$ cat src/rtl/method_array_server_pkg.sv
// method_array_server_pkg: FSM state encodings, method-select codes and the index range helper
// shared by the method_array_server slice.
package method_array_server_pkg;

  localparam logic [2:0] S_IDLE     = 3'd0;
  localparam logic [2:0] S_SET_WR   = 3'd1;
  localparam logic [2:0] S_GET_RD   = 3'd2;
  localparam logic [2:0] S_GET_WAIT = 3'd3;
  localparam logic [2:0] S_SUM_RD   = 3'd4;
  localparam logic [2:0] S_SUM_ACC  = 3'd5;
  localparam logic [2:0] S_CLR_WR   = 3'd6;
  localparam logic [2:0] S_DONE     = 3'd7;

  typedef enum logic [1:0] {
    M_SET = 2'd0,
    M_GET = 2'd1,
    M_SUM = 2'd2,
    M_CLR = 2'd3
  } method_e;

  function automatic logic inRange(input logic [31:0] idx, input int unsigned depth);
    return idx < depth;
  endfunction

endpackage

$ cat src/rtl/method_array_server_ram.sv
// method_array_ram: single-port DEPTH x WIDTH storage with registered read; a read during a
// write returns the old word.
module method_array_ram #(
  parameter int WIDTH = 32,
  parameter int DEPTH = 16,
  parameter int AW    = 4
) (
  input  logic             clk_i,
  input  logic             we_i,
  input  logic             re_i,
  input  logic [AW-1:0]    addr_i,
  input  logic [WIDTH-1:0] din_i,
  output logic [WIDTH-1:0] dout_o
);

  logic [WIDTH-1:0] mem [DEPTH];

  always_ff @(posedge clk_i) begin
    if (we_i) mem[addr_i] <= din_i;
    if (re_i) dout_o <= mem[addr_i];
  end

endmodule

$ cat src/rtl/method_array_server.sv
// method_array_server: set/get/sum/clear method responder over an on-chip word array plus a
// direct a_* port. Define SUM_SAT_EN for a saturating sum with the sum_ovf flag.
module method_array_server
  import method_array_server_pkg::*;
#(
  parameter int WIDTH = 32,
  parameter int DEPTH = 16,
  parameter int AW    = 4
) (
  input  logic             clk,
  input  logic             reset,
  input  logic [AW-1:0]    a_address,
  input  logic             a_we,
  input  logic             a_oe,
  input  logic [WIDTH-1:0] a_din,
  output logic [WIDTH-1:0] a_dout,
  output logic [31:0]      a_length,
  input  logic [AW-1:0]    set_i,
  input  logic [WIDTH-1:0] set_v,
  input  logic             set_req,
  output logic             set_busy,
  input  logic [AW-1:0]    get_i,
  input  logic             get_req,
  output logic             get_busy,
  output logic [WIDTH-1:0] get_return,
  input  logic             sum_req,
  output logic             sum_busy,
  output logic [WIDTH-1:0] sum_return,
  input  logic             clear_req,
`ifdef SUM_SAT_EN
  output logic             sum_ovf,
`endif
  output logic             clear_busy
);

  localparam int RAW = (DEPTH > 1) ? $clog2(DEPTH) : 1;
  localparam logic [RAW-1:0] LAST_IDX = RAW'(DEPTH - 1);

  logic [2:0]       state_q, state_d;
  method_e          method_q, method_d;
  logic [AW-1:0]    idx_q, idx_d;
  logic [WIDTH-1:0] val_q, val_d;
  logic [RAW-1:0]   cnt_q, cnt_d;
  logic [WIDTH-1:0] acc_q, acc_d;
  logic [WIDTH-1:0] data_q;
  logic             rdValid1_q, rdValid2_q;
  logic [WIDTH-1:0] getRet_q, getRet_d;
  logic [WIDTH-1:0] sumRet_q, sumRet_d;
  logic             dirRd_q, dirRd_d;
  logic             dirOor_q;
  logic [WIDTH-1:0] aHold_q;
  logic [WIDTH-1:0] dirData;

  logic             ramWe, ramRe;
  logic [RAW-1:0]   ramAddr;
  logic [WIDTH-1:0] ramDin, ramDout;
  logic             idxOk, aAddrOk;

`ifdef SUM_SAT_EN
  logic             ovf_q, ovf_d;
  logic             sumOvf_q, sumOvf_d;
  logic [WIDTH:0]   sumExt;
`endif

  assign idxOk   = inRange(32'(idx_q), DEPTH);
  assign aAddrOk = inRange(32'(a_address), DEPTH);

  // FSM, arbitration and RAM port steering; the direct port only gets the RAM on idle cycles
  // where no method is accepted.
  always_comb begin
    state_d  = state_q;
    method_d = method_q;
    idx_d    = idx_q;
    val_d    = val_q;
    cnt_d    = cnt_q;
    acc_d    = acc_q;
    getRet_d = getRet_q;
    sumRet_d = sumRet_q;
    dirRd_d  = 1'b0;
    ramWe    = 1'b0;
    ramRe    = 1'b0;
    ramAddr  = '0;
    ramDin   = '0;
`ifdef SUM_SAT_EN
    ovf_d    = ovf_q;
    sumOvf_d = sumOvf_q;
    sumExt   = '0;
`endif

    if (rdValid2_q) begin
`ifdef SUM_SAT_EN
      sumExt = {1'b0, acc_q} + {1'b0, data_q};
      if (sumExt[WIDTH] || ovf_q) begin
        acc_d = '1;
        ovf_d = 1'b1;
      end else begin
        acc_d = sumExt[WIDTH-1:0];
      end
`else
      acc_d = acc_q + data_q;
`endif
    end

    case (state_q)
      S_IDLE: begin
        if (set_req) begin
          method_d = M_SET;
          idx_d    = set_i;
          val_d    = set_v;
          state_d  = S_SET_WR;
        end else if (get_req) begin
          method_d = M_GET;
          idx_d    = get_i;
          state_d  = S_GET_RD;
        end else if (sum_req) begin
          method_d = M_SUM;
          cnt_d    = '0;
          acc_d    = '0;
`ifdef SUM_SAT_EN
          ovf_d    = 1'b0;
`endif
          state_d  = S_SUM_RD;
        end else if (clear_req) begin
          method_d = M_CLR;
          cnt_d    = '0;
          state_d  = S_CLR_WR;
        end else begin
          ramAddr = a_address[RAW-1:0];
          ramDin  = a_din;
          ramWe   = a_we && aAddrOk;
          ramRe   = a_oe && aAddrOk;
          dirRd_d = a_oe;
        end
      end
      S_SET_WR: begin
        ramWe   = idxOk;
        ramAddr = idx_q[RAW-1:0];
        ramDin  = val_q;
        state_d = S_DONE;
      end
      S_GET_RD: begin
        ramRe   = idxOk;
        ramAddr = idx_q[RAW-1:0];
        state_d = S_GET_WAIT;
      end
      S_GET_WAIT: state_d = S_DONE;
      S_SUM_RD: begin
        ramRe   = 1'b1;
        ramAddr = cnt_q;
        cnt_d   = cnt_q + 1'b1;
        if (cnt_q == LAST_IDX) state_d = S_SUM_ACC;
      end
      S_SUM_ACC: begin
        if (!rdValid1_q) state_d = S_DONE;
      end
      S_CLR_WR: begin
        ramWe   = 1'b1;
        ramAddr = cnt_q;
        cnt_d   = cnt_q + 1'b1;
        if (cnt_q == LAST_IDX) state_d = S_DONE;
      end
      S_DONE: begin
        state_d = S_IDLE;
        if (method_q == M_GET) getRet_d = idxOk ? data_q : '0;
        if (method_q == M_SUM) begin
          sumRet_d = acc_q;
`ifdef SUM_SAT_EN
          sumOvf_d = ovf_q;
`endif
        end
      end
      default: state_d = S_IDLE;
    endcase
  end

  // Read data is staged through data_q before the adder so the sum path stays register to register.
  always_ff @(posedge clk) begin
    if (reset) begin
      state_q    <= S_IDLE;
      method_q   <= M_SET;
      idx_q      <= '0;
      val_q      <= '0;
      cnt_q      <= '0;
      acc_q      <= '0;
      data_q     <= '0;
      rdValid1_q <= 1'b0;
      rdValid2_q <= 1'b0;
      getRet_q   <= '0;
      sumRet_q   <= '0;
      dirRd_q    <= 1'b0;
      dirOor_q   <= 1'b0;
      aHold_q    <= '0;
`ifdef SUM_SAT_EN
      ovf_q      <= 1'b0;
      sumOvf_q   <= 1'b0;
`endif
    end else begin
      state_q    <= state_d;
      method_q   <= method_d;
      idx_q      <= idx_d;
      val_q      <= val_d;
      cnt_q      <= cnt_d;
      acc_q      <= acc_d;
      data_q     <= ramDout;
      rdValid1_q <= (state_q == S_SUM_RD);
      rdValid2_q <= rdValid1_q;
      getRet_q   <= getRet_d;
      sumRet_q   <= sumRet_d;
      dirRd_q    <= dirRd_d;
      dirOor_q   <= !aAddrOk;
      if (dirRd_q) aHold_q <= dirData;
`ifdef SUM_SAT_EN
      ovf_q      <= ovf_d;
      sumOvf_q   <= sumOvf_d;
`endif
    end
  end

  method_array_ram #(
    .WIDTH(WIDTH),
    .DEPTH(DEPTH),
    .AW   (RAW)
  ) u_ram (
    .clk_i (clk),
    .we_i  (ramWe),
    .re_i  (ramRe),
    .addr_i(ramAddr),
    .din_i (ramDin),
    .dout_o(ramDout)
  );

  assign dirData    = dirOor_q ? '0 : ramDout;
  assign a_dout     = dirRd_q ? dirData : aHold_q;
  assign a_length   = 32'(DEPTH);
  assign get_return = getRet_q;
  assign sum_return = sumRet_q;
  assign set_busy   = (state_q != S_IDLE) && (method_q == M_SET);
  assign get_busy   = (state_q != S_IDLE) && (method_q == M_GET);
  assign sum_busy   = (state_q != S_IDLE) && (method_q == M_SUM);
  assign clear_busy = (state_q != S_IDLE) && (method_q == M_CLR);
`ifdef SUM_SAT_EN
  assign sum_ovf    = sumOvf_q;
`endif

endmodule

$ cat config.mk
export PLATFORM = sky130hd
export DESIGN_NAME = method_array_server
export DESIGN_NICKNAME = d
export VERILOG_FILES = /design/src/rtl/method_array_server_pkg.sv /design/src/rtl/method_array_server_ram.sv /design/src/rtl/method_array_server.sv
export SDC_FILE = /design/constraint.sdc
export NUM_CORES = 1
export LEC_CHECK = 0
export CAP_MARGIN = 20
export CORE_AREA = 2 2 282 284
export CTS_CLUSTER_DIAMETER = 60
export DETAILED_ROUTE_END_ITERATION = 12
export DIE_AREA = 0 0 284 286
export PLACE_DENSITY = 0.59
export REMOVE_ABC_BUFFERS = 1
export SYNTH_ARGS = -nofsm -noshare
export SYNTH_HDL_FRONTEND = slang
export SYNTH_SLANG_ARGS = --single-unit
$ cat constraint.sdc
create_clock -name clk -period 6.85 [get_ports clk]
set_input_delay 1.37 -clock clk [delete_from_list [all_inputs] [get_ports clk]]
set_output_delay 1.37 -clock clk [all_outputs]
set_load 0.05 [all_outputs]
# Yosys cells after proc, flatten, opt, wreduce, memory -nomap -nowiden
# Memories as Yosys holds them, arrays and structs flattened. A register that Yosys moved wholly into a read port is not among the register bits.
# Index checks and enable logic that the tools add are counted.
# word_totals
regBits	208
elab_cells	105
mem_bits_rw	512
in_bits	84
memories	1
# op_classes
n_eq_ne	18
n_mux	47
reduce_logical	23
addsub	2
bitwise_logic	1
# memory_table
name	words	word_bits	read_ports	rd_clocked_by_memory_dff	write_ports	line_no	rtl
u_ram.mem	16	32	1	1	1	method_array_server_ram.sv:16	logic [WIDTH-1:0] mem [DEPTH];
# ops
op	count
32-bit two-way mux	10
32-bit one-hot mux with 2 select lines	1
4-bit two-way mux	10
32-bit adder	1
3-bit two-way mux	7
3-bit one-hot mux with 7 select lines	1
3-bit == test, second input constant	4
4-bit one-hot mux with 3 select lines	1
2-bit OR reduction	6
1-bit two-way mux	10
2-bit != test, second input constant	5
2-bit AND reduction	5
2-bit two-way mux	4
4-bit one-hot mux with 2 select lines	1
4-bit AND reduction	2
3-bit by 2-bit == test with 1-bit output, second input constant	2
5-bit != test, second input constant	1
4-bit by 1-bit adder with 4-bit output, second input constant	1
2-bit == test, second input constant	2
4-bit == test, second input constant	1
1-bit logical AND	4
1-bit one-hot mux with 2 select lines	2
2-bit nonzero test	2
4-bit nonzero test	1
7 further kinds	7

# Longest topological paths before layout
# depth
ltp_word	7
mapped_depth	12
mapped_depth_nobuf	10

# Hierarchy
# Synthesis repeated with hierarchy kept, for this count alone.
# unflattened
hier_cells	1984
hier_area_um2	29762.3
# by_module_without_submodules
mod	area_per_inst_um2	cells_per_inst	instances
method_array_ram	20183.1	840	1
method_array_server	9579.2	1144	1

# Least setup slack after synthesis
# No wires, ideal clock.
# synth_path
path_type	input -> register
startpoint	in set_req
endpoint	mem u_ram.mem[14][0], enable pin
arrival_ns	5.093
setup_slack_ns	1.296
stages	9
path_buffers	5
required_time_ns	6.389
cell_sequence	buf_4 > nor4_4 > and2_4 > buf_6 > a21boi_0 > clkbuf_1 > buf_2 > buf_1 > nor3_1
# synth_via
elab_chain_len	4
elab_cells_between_ends	6
# synth_lines
element	line_no	rtl
start, declared	method_array_server.sv:20	input logic set_req,
1-bit two-way mux	method_array_server.sv:106	if (set_req) begin
1-bit one-hot mux with 2 select lines	method_array_server.sv:104	case (state_q)
1-bit two-way mux	method_array_server_ram.sv:19	if (we_i) mem[addr_i] <= din_i;
1-bit two-way mux (implied by the code)	method_array_server_ram.sv:19	
end, declared	method_array_server_ram.sv:16	
# Several ways; a longest one is shown, not always the timed one.

# Final worst setup path
# layout_path
startpoint	in set_req
endpoint	mem u_ram.mem[2][15], enable pin
# The elaborated chain is that of the path after synthesis.

==> key figures <==
Placed design
  – Pre-CTS WS: 1090 ps
  – Placed inst area: 33700 um2
  – RePlAce Congestion: approximately 0.83
  – Port Buffers: 183
  – Hpwl dp: 50200 um

Setup path
  – Crit path max fanout: 70
  – Setup crit start kind: input pin
  – R2R Setup Slk: 2620 ps
  – Arr. time, crit path: 5340 ps
  – WP data required: 7170 ps
  – Crit end category: register
  – Type of the worst setup path: in2reg

Finish
  – Final instance area: 36500 um2
  – Share of cells above drive strength 1: 9.44%
  – Most common cell after layout, fill and taps aside: edfxtp_1
  – Final nets: roughly 2800
  – Area Overhead vs Synth: 18.0%
  – Most frequent cells in the layout: edfxtp_1 (544), nand2_1 (482), dfxtp_1 (206)

Timing
  – Clk_skew: 19.9 ps
  – Tightest Pin Transition: 1120 ps
  – Worst Slack Setup Final: about 1800 ps
  – Hold Violations, Final: 0
  – Final Max Tran Viols: 0
  – RSZ-0062 raised after global routing: false
  – Rel. slew slack: 25.2%
  – Crit share post-route: 73.2%
  – Setup Viol. Count Final: 0
  – Period minus WS final: 5010 ps
  – F_max: between 0.15 and 0.2 GHz

Yosys
  – Mean post-synth cell area: about 12 um2
  – Total number of yosys warnings: 0
  – Cell count after synthesis: 2524
  – Cell Area, Synth: 30900 um2
  – Register bit count reported by yosys: around 750
  – Ys flop type: edfxtp_1
  – Synth unique cells: between 70 and 80
  – Number of synthesized flops with an enable pin: ~540
  – Sequential-to-total area share from yosys stat: 66.3%
  – Async S/R FF share, synth: 0%

Die
  – Die Wd: approximately 280 um
  – Ports: 216
  – Die area: 81200 um2
  – Initial core utilization: 39.5%
  – Core Footprint: 78400 um2
  – Die height: between 200 and 300 um
  – Row count: approximately 100

Power
  – P per Cell Area: 307 nW/um2
  – Sw frac: 26.8%
  – Leakage power: 12.0 nW
  – Clock Power Share: slightly below 40%
  – Combinational share of power: 13.7%
  – Int Pwr: between 0.008 and 0.009 W
  – VDD IR max: 161 uV
  – Switch Pwr: 0.00300 W
  – Sequential Power Share: approximately 48%

GRT
  – Global-route wire length before repair: 123000 um
  – Grt ovf: 0
  – Antenna violations before repair: 4
  – Number of global-route vias before repair: approximately 20000
  – GRT Total Usage: 20.0%
  – Maximum number of pins on one net before global-route repair: about 190

Worst hold path
  – Hold crit path type: reg2reg

Routing
  – Via Count: 20400
  – DRT Pass-1 Iters: 6
  – DRC Markers: 0
  – First DRT Iteration DRCs: 1720
  – Post-DR vias/cell: 5.38
  – Routed WL: 82800 um
  – Drt wl/cell: 21.9 um
  – Routed Antenna Nets: 0

Status
  – Run status: completed

Clock tree
  – Worst skew pair latency: 630 ps
  – Clock slew at reported path FFs: 50 ps
  – H-tree Lvls: 3
  – Setup Buffers After CTS: 0
  – TritonCTS clock tree: done
  – Hold-fix buffers at CTS: 0
  – Clock net sink count: ~750
  – CTS resizes: 0
  – Clock root cell: clkbuf_16
  – Num CTS Buffers: 83
  – Clock Path Buffers: 3

Job
  – Max_cap viols: 0
==> path summary, 6_finish.rpt <==
kind / from / endpoint / cells past startpoint
hold / removal: get_return[23]$_SDFFE_PP0P_ / get_return[23]$_SDFFE_PP0P_ / 2
hold reg to reg: get_return[23]$_SDFFE_PP0P_ / get_return[23]$_SDFFE_PP0P_ / 2
setup reg to reg: state_q[1]$_SDFFE_PP0P_ / u_ram.mem[2][15]$_DFFE_PP_ / 7
setup / recovery: set_req / u_ram.mem[2][15]$_DFFE_PP_ / 8
==> cell families (layout without fill, tap and decap cells) <==
family / Yosys count / in the layout / share of synthesized area [%]
AOI/OAI and AO/OA: 622 / 622 / 13.9
xor gates and xnor gates: 24 / 24 / 0.680
adders and majority gates: 33 / 33 / 1.36
buffers and inverters: 211 / 389 / 3.47
DFF: 752 / 752 / 66.3
muxes: 58 / 58 / 2.01
other: 2 / 35 / 0.0243
and+or+nand+nor: 822 / 822 / 12.2
==> synthesized netlist by cell type (6+ instances only) <==
cell type | n | area share [%]
and2_1 | 99 | 2.0
nor2b_1 | 67 | 1.4
o21a_1 | 9 | 0.22
nand3_1 | 15 | 0.24
nor2_1 | 67 | 0.81
a21oi_1 | 190 | 3.1
dfxtp_1 | 208 | 13
mux2_2 | 33 | 1.2
mux2i_1 | 25 | 0.81
inv_1 | 7 | 0.085
a31oi_1 | 71 | 1.4
o21ai_0 | 14 | 0.23
a21o_1 | 22 | 0.53
buf_2 | 46 | 0.74
clkbuf_1 | 96 | 1.2
a211oi_1 | 175 | 4.2
edfxtp_1 | 544 | 53
nand3b_1 | 8 | 0.19
buf_1 | 6 | 0.073
xnor2_1 | 17 | 0.48
buf_4 | 48 | 1.2
ha_1 | 32 | 1.3
nand2_1 | 482 | 5.9
nor3_1 | 16 | 0.26
a22o_1 | 32 | 0.91
xor2_1 | 7 | 0.20
and2_0 | 32 | 0.65
a311oi_1 | 64 | 1.8
==> critical path, stage by stage <==
cell and delay (ps):
clkdlybuf4s50_1 820, nor4_4 130, and2_4 400, a21boi_4 250, buf_4 740, nand2_1 330, nor2_2 880, buf_4 350
==> state kept, by name, indices dropped and copies added (netlist names) <==
signal,count
acc_q,32
rdValid2_q,1
method_q,2
sum_return,32
val_q,32
state_q,3
idx_q,4
dirRd_q,1
get_return,32
cnt_q,4
data_q,32
aHold_q,32
u_ram.mem,512
rdValid1_q,1
u_ram.dout_o,32
==> cell type report <==
cell class | instances | area [um2]
flip-flops and latches | 752 | 20500
diodes | 3 | 7.51
fillers | 6993 | 41900
well taps | 1050 | 1310
multi-input cells | 1591 | 9580
inverters | 7 | 26.3
repair buffers | 231 | 2350
clock buffers | 115 | 2370
clock inverters | 36 | 340
==> layer usage <==
metal	track usage (%)	up-vias	routed length, um
li1	-	9551	-
met1	27.7	10100	36800
met2	32.5	606	38800
met3	3.10	119	4920
met4	5.97	2	2250
met5	0	-	13
==> power groups by stage <==
| stage | registers (W) | logic, W | clock network (W) |
|---|---|---|---|
| after floorplan | 0.00530 | 0.00109 | 0 |
| after global placement | 0.00542 | 0.00151 | 0 |
| after detailed placement | 0.00542 | 0.00153 | 0 |
| after CTS | 0.00533 | 0.00154 | 0.00444 |
| after global routing | 0.00534 | 0.00169 | 0.00460 |
| final | 0.00533 | 0.00153 | 0.00434 |
==> metrics by stage <==
stage	hold WS, ps	utilization (%)	setup TNS (ps)	cells	total power, W
after floorplan	430	-	-2672210	2350	0.00640
after global placement	444	43.0	0	3628	0.00693
after detailed placement	447	43.1	0	3629	0.00696
after CTS	455	46.5	0	3780	0.0113
after global routing	472	46.6	0	3782	0.0116
final	452	46.6	0	3785	0.0112
No activity file was read; power rests on OpenSTA's default activity.
